[src/rtl/guess_player.sv]
// guess_player: automated player for the LED guessing game.
// Watches the game's y pattern, waits for REACT_TICKS consecutive one-hot
// y updates, presses the lit lane on b, and tallies wins/losses with
// saturating counters.
// Optional build macro: GUESS_PLAYER_MISS_EN -- on every fourth round
// (rnd==3) the press pattern is y rotated left, deliberately losing.
module guess_player #(
  parameter int REACT_TICKS = 2
) (
  input  logic       clk,
  input  logic       reset,
  input  logic       en,
  input  logic       start,
  input  logic [3:0] y,
  input  logic       win,
  input  logic       lose,
  output logic [3:0] b,
  output logic       busy,
  output logic       done,
  output logic [7:0] wins,
  output logic [7:0] losses
);

  typedef enum logic [1:0] {IDLE, WATCH, PRESS, RELEASE} state_t;

  localparam logic [3:0] REACT = 4'(REACT_TICKS);

  state_t     state, state_nx;
  logic [3:0] cnt, cnt_nx;
  logic [3:0] b_nx;
  logic [7:0] wins_nx, losses_nx;
  logic [1:0] rnd, rnd_nx;
  logic       done_nx;
  logic       en_d;
  logic       y_onehot;
  logic [3:0] press_pat;

  assign y_onehot = $onehot(y);
  assign busy     = (state != IDLE);

`ifdef GUESS_PLAYER_MISS_EN
  // Fourth round of every group of four presses the wrong (rotated) lane
  assign press_pat = (rnd == 2'd3) ? {y[2:0], y[3]} : y;
`else
  assign press_pat = y;
`endif

  // Delay the game advance pulse: y is fresh on the edge after en
  always_ff @(posedge clk or negedge reset) begin
    if (!reset) en_d <= 1'b0;
    else        en_d <= en;
  end

  // State register
  always_ff @(posedge clk or negedge reset) begin
    if (!reset) state <= IDLE;
    else        state <= state_nx;
  end

  // Datapath registers: button vector, tick counter, tallies, round count
  always_ff @(posedge clk or negedge reset) begin
    if (!reset) begin
      b      <= 4'd0;
      cnt    <= 4'd0;
      wins   <= 8'd0;
      losses <= 8'd0;
      rnd    <= 2'd0;
      done   <= 1'b0;
    end else begin
      b      <= b_nx;
      cnt    <= cnt_nx;
      wins   <= wins_nx;
      losses <= losses_nx;
      rnd    <= rnd_nx;
      done   <= done_nx;
    end
  end

  // Next-state and next-datapath logic
  always_comb begin
    state_nx  = state;
    cnt_nx    = cnt;
    b_nx      = b;
    wins_nx   = wins;
    losses_nx = losses;
    rnd_nx    = rnd;
    done_nx   = 1'b0;
    case (state)
      IDLE: begin
        b_nx = 4'd0;
        if (start) begin
          state_nx = WATCH;
          cnt_nx   = 4'd0;
        end
      end
      WATCH: begin
        // Press check runs every cycle so REACT_TICKS=0 needs no update
        if (y_onehot && cnt == REACT) begin
          b_nx     = press_pat;
          cnt_nx   = 4'd0;
          state_nx = PRESS;
        end else if (en_d) begin
          cnt_nx = y_onehot ? cnt + 4'd1 : 4'd0;
        end
      end
      PRESS: begin
        if (win) begin
          if (wins != 8'hFF) wins_nx = wins + 8'd1;
          b_nx     = 4'd0;
          state_nx = RELEASE;
        end else if (lose) begin
          if (losses != 8'hFF) losses_nx = losses + 8'd1;
          b_nx     = 4'd0;
          state_nx = RELEASE;
        end
      end
      RELEASE: begin
        if (!win && !lose) begin
          done_nx  = 1'b1;
          rnd_nx   = rnd + 2'd1;
          state_nx = IDLE;
        end
      end
      default: state_nx = IDLE;
    endcase
  end

endmodule

[config.mk]
export PLATFORM = sky130hd
export DESIGN_NAME = guess_player
export DESIGN_NICKNAME = d
export VERILOG_FILES = /design/src/rtl/guess_player.sv
export SDC_FILE = /design/constraint.sdc
export NUM_CORES = 1
export LEC_CHECK = 0
export CORE_MARGIN = 2
export CORE_UTILIZATION = 40
export DETAILED_ROUTE_END_ITERATION = 12
export GPL_ROUTABILITY_DRIVEN = 1
export PLACE_DENSITY = 0.65
export SYNTH_ARGS = -nofsm -noshare
export SYNTH_HDL_FRONTEND = slang
export SYNTH_SLANG_ARGS = --single-unit
[constraint.sdc]
create_clock -name clk -period 2.4 [get_ports clk]
set_clock_uncertainty 0.05 [all_clocks]
set_input_delay 0.48 -clock clk [delete_from_list [all_inputs] [get_ports clk]]
set_output_delay 0.48 -clock clk [all_outputs]
set_load 0.005 [all_outputs]
==> results of run 1 <==
[logic make-up after synthesis]
kind of cell | Yosys count | share of synthesized area
xor gates and xnor gates | 14 | 0.0826
DFF | 28 | 0.472
adders and majority gates | 12 | 0.106
muxes | 5 | 0.0371
and+or+nand+nor | 46 | 0.160
buffers and inverters | 12 | 0.0304
AOI/OAI and AO/OA | 15 | 0.111
[cell usage after synthesis (2+ instances only)]
| library cell | n | area (um2) |
|---|---|---|
| a21bo_1 | 2 | 20.0 |
| a21bo_2 | 2 | 20.0 |
| and2_1 | 2 | 12.5 |
| dfrtp_1 | 28 | 701 |
| ha_1 | 11 | 138 |
| inv_1 | 12 | 45.0 |
| mux2_1 | 2 | 22.5 |
| mux2_2 | 2 | 22.5 |
| nand2_1 | 11 | 41.3 |
| nand3_1 | 6 | 30.0 |
| nand4_1 | 7 | 43.8 |
| nor2_1 | 7 | 26.3 |
| nor2b_1 | 2 | 12.5 |
| nor3_1 | 6 | 30.0 |
| xnor2_1 | 4 | 35.0 |
| xor2_1 | 10 | 87.6 |
[worst min-delay path by stage]
stage / slack, ns / start / to
3_3_place_gp: 0.42 / b[1] / b[1]
6_report: 0.44 / b[1] / b[1]
5_1_grt: 0.47 / b[2] / b[2]
3_5_place_dp: 0.42 / b[2] / b[2]
2_1_floorplan: 0.13 / reset / b[0]
4_1_cts: 0.45 / b[1] / b[1]
[final cells by class]
class / count / area, um2
multi-input cells: 92 / 817
repair buffers: 40 / 377
inverters: 12 / 52.6
flip-flops and latches: 28 / 701
well taps: 48 / 60.1
clock buffers: 3 / 41.3
fillers: 318 / 1560
[placed cells by master (no fill, tap or decap), types with 3 or more instances in the layout]
master            n
buf_4             8
inv_2             4
nor2_1            7
nand2_1          11
clkdlybuf4s50_1  28
nand3_1           6
nor3_1            5
xor2_1           10
nand4_1           7
dfrtp_1          28
xnor2_1           4
inv_1             7
ha_1              9
clkbuf_8          3
[state kept, by name, summed over array words and instances, names as in the netlist]
register and cells:
state 2, cnt 4, losses 8, done 1, b 4, en_d 1
wins 8
[worst max-delay path, cell delays in order]
cell and delay, ns:
buf_8 0.09, inv_8 0.03, fa_1 0.54, inv_2 0.05, ha_4 0.16, ha_4 0.25
nor4bb_4 0.25, buf_4 0.15, nand4_1 0.17, nor3b_2 0.22, a221o_1 0.14
[metrics by stage]
stage          hold slack, ns  utilization  setup TNS (ns)  instances  setup slack [ns]
2_1_floorplan           0.134            -          -0.523        132            -0.187
3_3_place_gp            0.416        0.541           -6.50        219            -0.690
3_5_place_dp            0.424        0.541           -7.29        219            -0.787
4_1_cts                 0.450        0.556          -0.196        222           -0.0560
5_1_grt                 0.467        0.568          -0.152        223           -0.0594
6_report                0.440        0.568               0        223            0.0317
[layer usage]
metal,wire length [um],share of wire,global-route usage,up-vias
met5,0,0,0,-
li1,-,-,-,551
met4,12,0.0041,0.0399,0
met3,98,0.033,0.0347,2
met1,1370,0.46,0.195,546
met2,1470,0.50,0.271,18
[what timing repair did]
| item | 4_1_cts | 5_1_grt |
|---|---|---|
| gates resized for setup | 20 | 5 |
| setup endpoints to repair | 10 | 9 |
| buffers inserted | 0 | 1 |
| pin swaps | 6 | 4 |
[report_power, final]
group / switching (mW) / total (mW) / internal (mW)
Sequential: 0.112 / 0.694 / 0.583
Combinational: 0.389 / 0.909 / 0.520
Clock: 0.134 / 0.247 / 0.112
Total: 0.635 / 1.85 / 1.22
==> impl_metrics.json, run 1 <==
{
  "status": "completed",
  "r2r-end": "cnt[2]",
  "grt_pass1_wl_um": 5140,
  "routedWlPerCell_um": 13.2,
  "drt_iter0_drc": 19,
  "cts_tree": "done",
  "fmax_mhz": 422,
  "cp-end-kind": "register",
  "setup_viol": 0,
  "avgSynthCellArea_um2": 11.2,
  "grt_max_degree": 29,
  "cts.reportedPaths.clkPinSlew_ns": 0.09,
  "power.density_nw_per_um2": 903,
  "ff2ff_setup_slack_ns": 0.23,
  "netlist_instances": 132,
  "worst_pin_slew_ns": 0.638,
  "slew_viol_final": 0,
  "antenna_cells": 0,
  "wirelength_um": 2950,
  "worst_r2r_startpoint": "cnt[0]",
  "hold_path_class": "register to register",
  "io_buffers": 31,
  "viasPerCell": 5.01,
  "ys_ff_latch": 28,
  "worstPathRequired_ns": 2.55,
  "rr_worst_depth": 7,
  "synth_seq_area_share": 0.472,
  "synth-main-ff-cell": "dfrtp_1",
  "fp.dieW_um": 64.9,
  "nets": 199,
  "die_area_um2": 4210,
  "placementRows": 22,
  "hold-path-cell-count": 1,
  "die_y_um": 64.9,
  "placed_area_um2": 1950,
  "hold_violations": 0,
  "final_area_um2": 2050,
  "grt_pass1_vias": 1151,
  "dr.pass1.iters": 4,
  "initial_core_util": 0.412,
  "async_flop_share": 1.00,
  "fin_crit_ns": 2.37,
  "crit_end": "cnt[2]",
  "cap_violations": 0,
  "area_growth_pct": 38.0,
  "grt_setup_unrepaired": "yes",
  "postCtsHoldBufs": 0,
  "maxSlewHeadroom": 0.574,
  "crit_path_start": "y[3]",
  "finalCritPeriodShare": 0.987,
  "crit_type": "input pin to register",
  "ios": 32,
  "globalRouteOverflowTotal": 0,
  "ir_drop_uv": 448,
  "critPathMaxFanout": 3,
  "cts-root-buf": "clkbuf_8",
  "core_um2": 3610,
  "critPathArrivalTime_ns": 2.52,
  "drive_gt1_frac": 0.206,
  "cts_buffers": 3,
  "synth_edf_count": 0,
  "yosys_warnings": 0,
  "syn_nets": 154,
  "via_count": 1117,
  "start_kind": "input pin",
  "clock_latency_ns": 0.27,
  "synth_cell_types": 34,
  "finalPower_mw": 1.85,
  "cts_buffer_depth": 2,
  "drc": 0,
  "p_leak_nw": 0.966,
  "grtUsageTotal": 0.156,
  "htreeDepth": 1,
  "synth_area_um2": 1480,
  "antenna_found_initial": 0,
  "detail-route-antenna-nets": 0,
  "hpwl_um": 2340,
  "gp_congestion": 0.768,
  "numClockSinks": 28
}
Note: power is estimated with default switching activity, not from simulation.
==> inputs of run 2 (changes only) <==
CTS_CLUSTER_DIAMETER = 150   (was default)
clock period = 2.6 ns   (was 2.4 ns; I/O delays follow)
==> impl_metrics.json, run 2 (synthesis results as in run 1) <==
{
  "clock_latency_ns": 0.27,
  "hold_start": "b[1]",
  "finalCritPeriodShare": 0.963,
  "worstPathRequired_ns": 2.76,
  "grt_pass1_wl_um": 5180,
  "core_um2": 3610,
  "cts.reportedPaths.clkPinSlew_ns": 0.10,
  "largest_registers": "losses (8), wins (8)",
  "viasPerCell": 4.96,
  "die_y_um": 64.9,
  "setup_viol": 0,
  "grt_max_degree": 29,
  "grtUsageTotal": 0.157,
  "whs_endpoint": "b[1]",
  "multi_input_area_um2": 802,
  "placed_area_um2": 1940,
  "post-route-util": 0.569,
  "drive_gt1_frac": 0.205,
  "area_growth_pct": 38.4,
  "finalPower_mw": 1.77,
  "initial_core_util": 0.412,
  "antenna_cells": 0,
  "ios": 32,
  "n_fill_cell": 314,
  "critPathMaxFanout": 3,
  "dr.pass1.iters": 4,
  "cts_buffers": 3,
  "postCtsHoldBufs": 0,
  "hpwl_um": 2280,
  "slew_viol_final": 0,
  "ir_drop_uv": 443,
  "worst_pin_slew_ns": 0.645,
  "globalRouteOverflowTotal": 0,
  "finalSetupTns_ns": 0,
  "cap_violations": 0,
  "critPathArrivalTime_ns": 2.66,
  "drc": 0,
  "hold_violations": 0,
  "gp_congestion": 0.755,
  "htreeDepth": 1,
  "io_buffers": 31,
  "ff2ff_setup_slack_ns": 0.47,
  "grt_pass1_vias": 1165,
  "r2r-end": "b[0]",
  "final_cell_mix": "dfrtp_1, clkdlybuf4s50_1, nand2_1, xor2_1",
  "drt_iter0_drc": 32,
  "final_area_um2": 2050,
  "routedWlPerCell_um": 13.9,
  "start_kind": "input pin",
  "detail-route-antenna-nets": 0,
  "placementRows": 22,
  "rr_worst_depth": 8,
  "p_leak_nw": 0.976,
  "fin_crit_ns": 2.50,
  "wirelength_um": 3120,
  "via_count": 1112,
  "status": "completed",
  "hold_path_class": "register to register",
  "numClockSinks": 28,
  "nets": 199,
  "crit_path_start": "y[1]",
  "power.density_nw_per_um2": 863,
  "maxSlewHeadroom": 0.570,
  "fmax_mhz": 400,
  "cts_buffer_depth": 2,
  "antenna_found_initial": 0,
  "ff_latch_area_um2": 701,
  "cts-root-buf": "clkbuf_8",
  "cts_tree": "done",
  "fp.dieW_um": 64.9,
  "cp-end-kind": "register",
  "hold-path-cell-count": 1,
  "die_area_um2": 4210,
  "crit_type": "input pin to register",
  "worst_r2r_startpoint": "cnt[0]"
}
-- run 2: worst max path at each step --
| stage | slack [ns] | endpoint | cells past startpoint |
|---|---|---|---|
| 2_1_floorplan | -0.03 | state[1] | 8 |
| 3_3_place_gp | -0.53 | cnt[2] | 11 |
| 3_5_place_dp | -0.61 | cnt[2] | 11 |
| 4_1_cts | 0.004 | cnt[2] | 10 |
| 5_1_grt | -0.03 | cnt[2] | 11 |
| 6_report | 0.1 | cnt[0] | 12 |
-- run 2: stage by stage --
| stage | std cells | setup slack [ns] | hold WS (ns) |
|---|---|---|---|
| after floorplan | 132 | -0.0269 | 0.174 |
| after global placement | 218 | -0.532 | 0.416 |
| after detailed placement | 218 | -0.607 | 0.422 |
| after CTS | 222 | 0.00350 | 0.451 |
| after global routing | 224 | -0.0297 | 0.485 |
| final | 224 | 0.0972 | 0.448 |
-- run 2: cell type report --
cell class,count,share of cell area
Sequential cell,28,0.341
Clock buffer,3,0.0201
Tap cell,48,0.0293
Multi-Input combinational cell,92,0.391
Clock inverter,1,0.0146
Inverter,12,0.0256
Timing Repair Buffer,40,0.179
-- run 2: what timing repair did --
item | 4_1_cts | 5_1_grt
pin swaps | 3 | 5
resized for setup | 9 | 6
setup endpoints to repair | 10 | 9
buffers inserted | 0 | 2
-- run 2: power breakdown --
group / internal, mW / switching [mW] / leakage (nW)
registers: 0.538 / 0.105 / 0.370
logic: 0.454 / 0.338 / 0.570
clock network: 0.206 / 0.131 / 0.0357
-- run 2: worst max-delay path, cell delays in order --
cell and delay, ns:
dlygate4sd2_1 0.21, inv_1 0.05, fa_1 0.49, inv_2 0.05
ha_4 0.15, ha_4 0.22, nor4bb_2 0.26, buf_4 0.16
nand4_1 0.18, buf_4 0.20, nor2_1 0.08, a21o_1 0.09
-- run 2: metal layers --
layer	GRT usage	wire length (um)
met2	0.282	1570
met3	0.0382	119
met4	0.0239	14
met1	0.194	1410
met5	0	0
==> inputs of run 3 (changes only) <==
CORE_ASPECT_RATIO = 2   (was default)
CORE_MARGIN = default   (was 2)
==> impl_metrics.json, run 3 (synthesis results as in run 1) <==
{
  "status": "completed",
  "placed_area_um2": 1930,
  "initial_core_util": 0.416,
  "cts-root-buf": "clkbuf_8",
  "gp_congestion": 0.744,
  "n_fill_cell": 330,
  "final_area_um2": 2010,
  "p_leak_nw": 0.949,
  "hold-path-cell-count": 1,
  "whs_endpoint": "b[2]",
  "ios": 32,
  "power.density_nw_per_um2": 837,
  "critPathMaxStageDelay_ns": 0.55,
  "p_switching_mw": 0.574,
  "swShare": 0.341,
  "cap_violations": 0,
  "hold_path_class": "register to register",
  "fin_crit_ns": 2.50,
  "cpMaxStageDelayCell": "fa_1",
  "multi_input_area_um2": 793,
  "drt_iter0_drc": 15,
  "detail-route-antenna-nets": 0,
  "grt_pass1_wl_um": 4990,
  "drive_gt1_frac": 0.169,
  "hpwl_um": 2360,
  "clock_latency_ns": 0.28,
  "die_area_um2": 3970,
  "antenna_found_initial": 0,
  "htreeDepth": 1,
  "worstPathRequired_ns": 2.71,
  "wirelength_um": 3050,
  "core_um2": 3570,
  "final_cell_mix": "dfrtp_1, clkdlybuf4s50_1, nand2_1, xor2_1, ha_1",
  "worst_pin_slew_ns": 0.641,
  "crit_type": "input pin to register",
  "maxSlewHeadroom": 0.572,
  "cts.reportedPaths.clkPinSlew_ns": 0.10,
  "finalWorstSetupSlack_ns": 0.104,
  "critPathArrivalTime_ns": 2.61,
  "dp_slack_ns": -0.610,
  "finalCritPeriodShare": 0.960,
  "fp.dieW_um": 45.1,
  "nets": 195,
  "drc": 0,
  "clkPwrFrac": 0.162,
  "cts_buffers": 3,
  "ff_latch_area_um2": 701,
  "grt_pass1_vias": 1156,
  "worst_r2r_startpoint": "cnt[0]",
  "fmax_mhz": 401,
  "hold_start": "b[2]",
  "ir_drop_uv": 577,
  "dr.pass1.iters": 4,
  "grtUsageTotal": 0.171,
  "cts_tree": "done",
  "path_cells": "clkdlybuf4s15_1, inv_2, fa_1, inv_2, ha_4, inv_2, o41ai_4, buf_4, o21ai_4, a221o_1",
  "numClockSinks": 28,
  "cts_buffer_depth": 2,
  "io_buffers": 31,
  "routedWlPerCell_um": 13.8,
  "hold_violations": 0,
  "p_int_mw": 1.11,
  "globalRouteOverflowTotal": 0,
  "finalPower_mw": 1.68,
  "rr_worst_depth": 7,
  "die_y_um": 88.1,
  "start_kind": "input pin",
  "viasPerCell": 5.11,
  "combPwrFrac": 0.455,
  "fin_worst_hold_slack_ns": 0.439,
  "r2r-end": "cnt[2]",
  "via_count": 1129,
  "area_growth_pct": 35.5,
  "largest_registers": "losses (8), wins (8)",
  "setup_viol": 0,
  "seq_power_share": 0.383,
  "grt_max_degree": 29,
  "placementRows": 31,
  "slew_viol_final": 0,
  "critPathMaxFanout": 4,
  "cp-end-kind": "register",
  "antenna_cells": 0,
  "ff2ff_setup_slack_ns": 0.46,
  "path_common_cell": "inv_2"
}
## run 3: final cells by class
class | instances | area share
clock buffers | 4 | 0.0274
inverters | 12 | 0.0261
multi-input cells | 92 | 0.395
flip-flops and latches | 28 | 0.348
well taps | 49 | 0.0305
repair buffers | 36 | 0.173
## run 3: worst max path at each step
stage	startpoint	end	depth (start not counted)	slack (ns)
after floorplan	y[3]	state[1]	8	-0.03
after global placement	y[3]	cnt[2]	11	-0.54
after detailed placement	y[3]	cnt[2]	11	-0.61
after CTS	y[1]	cnt[2]	10	0.03
after global routing	y[1]	cnt[2]	11	-0.02
final	y[1]	cnt[2]	10	0.10
## run 3: critical path: cells and delay by family
| kind | cells | cell delay, ns |
|---|---|---|
| adder cells (fa/ha/maj) | 2 | 0.80 |
| AO/OA/AOI/OAI | 3 | 0.74 |
| buffers and inverters | 5 | 0.54 |
## run 3: metal layers
| layer | up-vias | part of all wire | global-route usage | routed length [um] |
|---|---|---|---|---|
| li1 | 542 | - | - | - |
| met4 | 0 | 0.018 | 0.0689 | 54 |
| met2 | 21 | 0.56 | 0.323 | 1720 |
| met3 | 5 | 0.029 | 0.0289 | 90 |
| met1 | 561 | 0.39 | 0.174 | 1180 |
| met5 | - | 0 | 0 | 0 |
## run 3: repair_timing
| item | in CTS | in global routing |
|---|---|---|
| setup endpoints to repair | 10 | 8 |
| hold buffers | 0 | 0 |
| hold endpoints to repair | 0 | 0 |
| buffers inserted | 0 | 0 |
| cloned | 0 | 0 |
| gates resized for setup | 10 | 1 |
| pin swaps | 4 | 1 |
## run 3: power groups by stage
| stage | clock (mW) | sequential [mW] | combinational, mW |
|---|---|---|---|
| floorplan | 0 | 0.641 | 0.424 |
| global placement | 0 | 0.647 | 0.719 |
| detailed placement | 0 | 0.651 | 0.740 |
| CTS | 0.277 | 0.645 | 0.767 |
| global route | 0.295 | 0.659 | 0.839 |
| finish | 0.272 | 0.644 | 0.766 |
## run 3: per-stage QoR
| stage | instances | utilization | TNS (ns) |
|---|---|---|---|
| 2_1_floorplan | 132 | - | -0.0269 |
| 3_3_place_gp | 217 | 0.541 | -4.90 |
| 3_5_place_dp | 217 | 0.541 | -5.57 |
| 4_1_cts | 221 | 0.562 | 0 |
| 5_1_grt | 221 | 0.563 | -0.0207 |
| 6_report | 221 | 0.563 | 0 |
==> edit: new RTL, settings of run 3 <==
Encoding of `state_t`: now one-hot (4 bits for 4 states).
--- a/src/rtl/guess_player.sv
+++ b/src/rtl/guess_player.sv
@@ -22,5 +22,5 @@
 );
 
-  typedef enum logic [1:0] {IDLE, WATCH, PRESS, RELEASE} state_t;
+  typedef enum logic [3:0] {IDLE = 4'b0001, WATCH = 4'b0010, PRESS = 4'b0100, RELEASE = 4'b1000} state_t;
 
   localparam logic [3:0] REACT = 4'(REACT_TICKS);
Function: same outputs for any inputs over 10 cycles, from zero or initial values and one cycle with reset low; not proved beyond that.
==> edit against run 3 <==
Area after synthesis up 6.7%; critical path depth did not move; critical endpoint is now cnt[3]; sequential cell count increased by 2; wire length grew 5.4%; final cell count increased by 8.1%; cell area is 4.6% higher; non-clock buffer count fell by 1; worst setup slack better by 0.0033 ns.
Power is not compared: it rests on default switching activity, and its combinational part moved more than twofold at a synthesized area within 25%.
==> edit: results (changes against run 3) <==
global_routing:
  grt_pass1_wl_um: 5460  # +9.4%
  use_met2_pct: 30.7  # -1.6 points
  grt_pass1_vias: 1290  # +12%
  globalRouteMet3Util_pct: 4.77  # +1.9 points
  grt_max_degree: 31  # +6.9%
finish:
  layout.nets: 204  # +4.6%
  drive_above_1_share_pct: 16.0  # -0.90 points
placement:
  dp.cells: 230  # +6.0%
  pre_cts_slack_ns: -0.615  # -0.00524 ns
  dpl.hpwl_um: 2420  # +2.7%
  placed_area_sq_mm: 0.00197  # +2.3%
  finalWeightedCongestion: 0.816  # +9.6%
route:
  wl_met2_um: 1830  # +6.2%
  wl_met1_um: 1190  # +0.34%
sta:
  max_freq_ghz: 0.401  # +0.13%
  timing.hold.ws_ns: 0.445  # +0.00575 ns
  slew_headroom_pct: 48.3  # -8.8 points
clock_tree:
  cts_max_level: 2  # +1
  cts.reportedPaths.clkPinSlew_ns: 0.06  # -0.04 ns
  numCtsBuffers: 5  # +2
yosys:
  synth_commonest_cells: "dfrtp_1, nand2_1, inv_1, xnor2_1, nand3_1"
  synth_compound_area_share_pct: 7.35  # -3.8 points
  synth_cell_types: 42  # +24%
  ys_seq_area_share_pct: 47.5  # +0.25 points
  synth_adder_area_share_pct: 6.00  # -4.6 points
  synth_nets: 163  # +5.8%
  synthesis.instances: 146  # +11%
  synthXorXnorAreaFrac_pct: 7.74  # -0.52 points
worst_setup_path:
  reg2reg_setup_slack_ns: 0.65  # +0.19 ns
  cp-startpoint: "y[3]"
power:
  power.total_w: 0.00123
outcome:
  status: "finished, final reports clean"
worst_hold_path:
  min-delay-path-class: "input pin to flop"
  min_from: "y[0]"
[edit: final cells by class]
class | instances | area (sq um) | share of cell area (%)
multi-input combinational | 101 | 805 | 38.3
sequential | 30 | 752 | 35.8
timing repair buffer | 35 | 335 | 15.9
clock buffer | 6 | 82.6 | 3.93
tap | 51 | 63.8 | 3.03
inverter | 14 | 52.6 | 2.50
clock inverter | 2 | 12.5 | 0.595
[edit: critical path, stage by stage]
cell,delay [ns]
clkdlybuf4s15_1,0.19
inv_2,0.05
fa_1,0.50
inv_1,0.05
ha_2,0.18
ha_4,0.22
nor3b_4,0.23
nand3_2,0.14
and3_4,0.25
a211o_1,0.28
[edit: what timing repair did]
item / CTS / global route
gates resized for setup: 6 / 8
setup buffers: 1 / 0
pin swaps: 2 / 2
endpoints found under the setup margin: 8 / 8
[edit: worst paths after layout]
path,to,cells past startpoint
hold / removal,b[0],3
max in group asynchronous,state[0],2
setup / recovery,cnt[3],10
min in group asynchronous,b[2],2
hold reg to reg,losses[6],1
setup reg to reg,wins[1],3
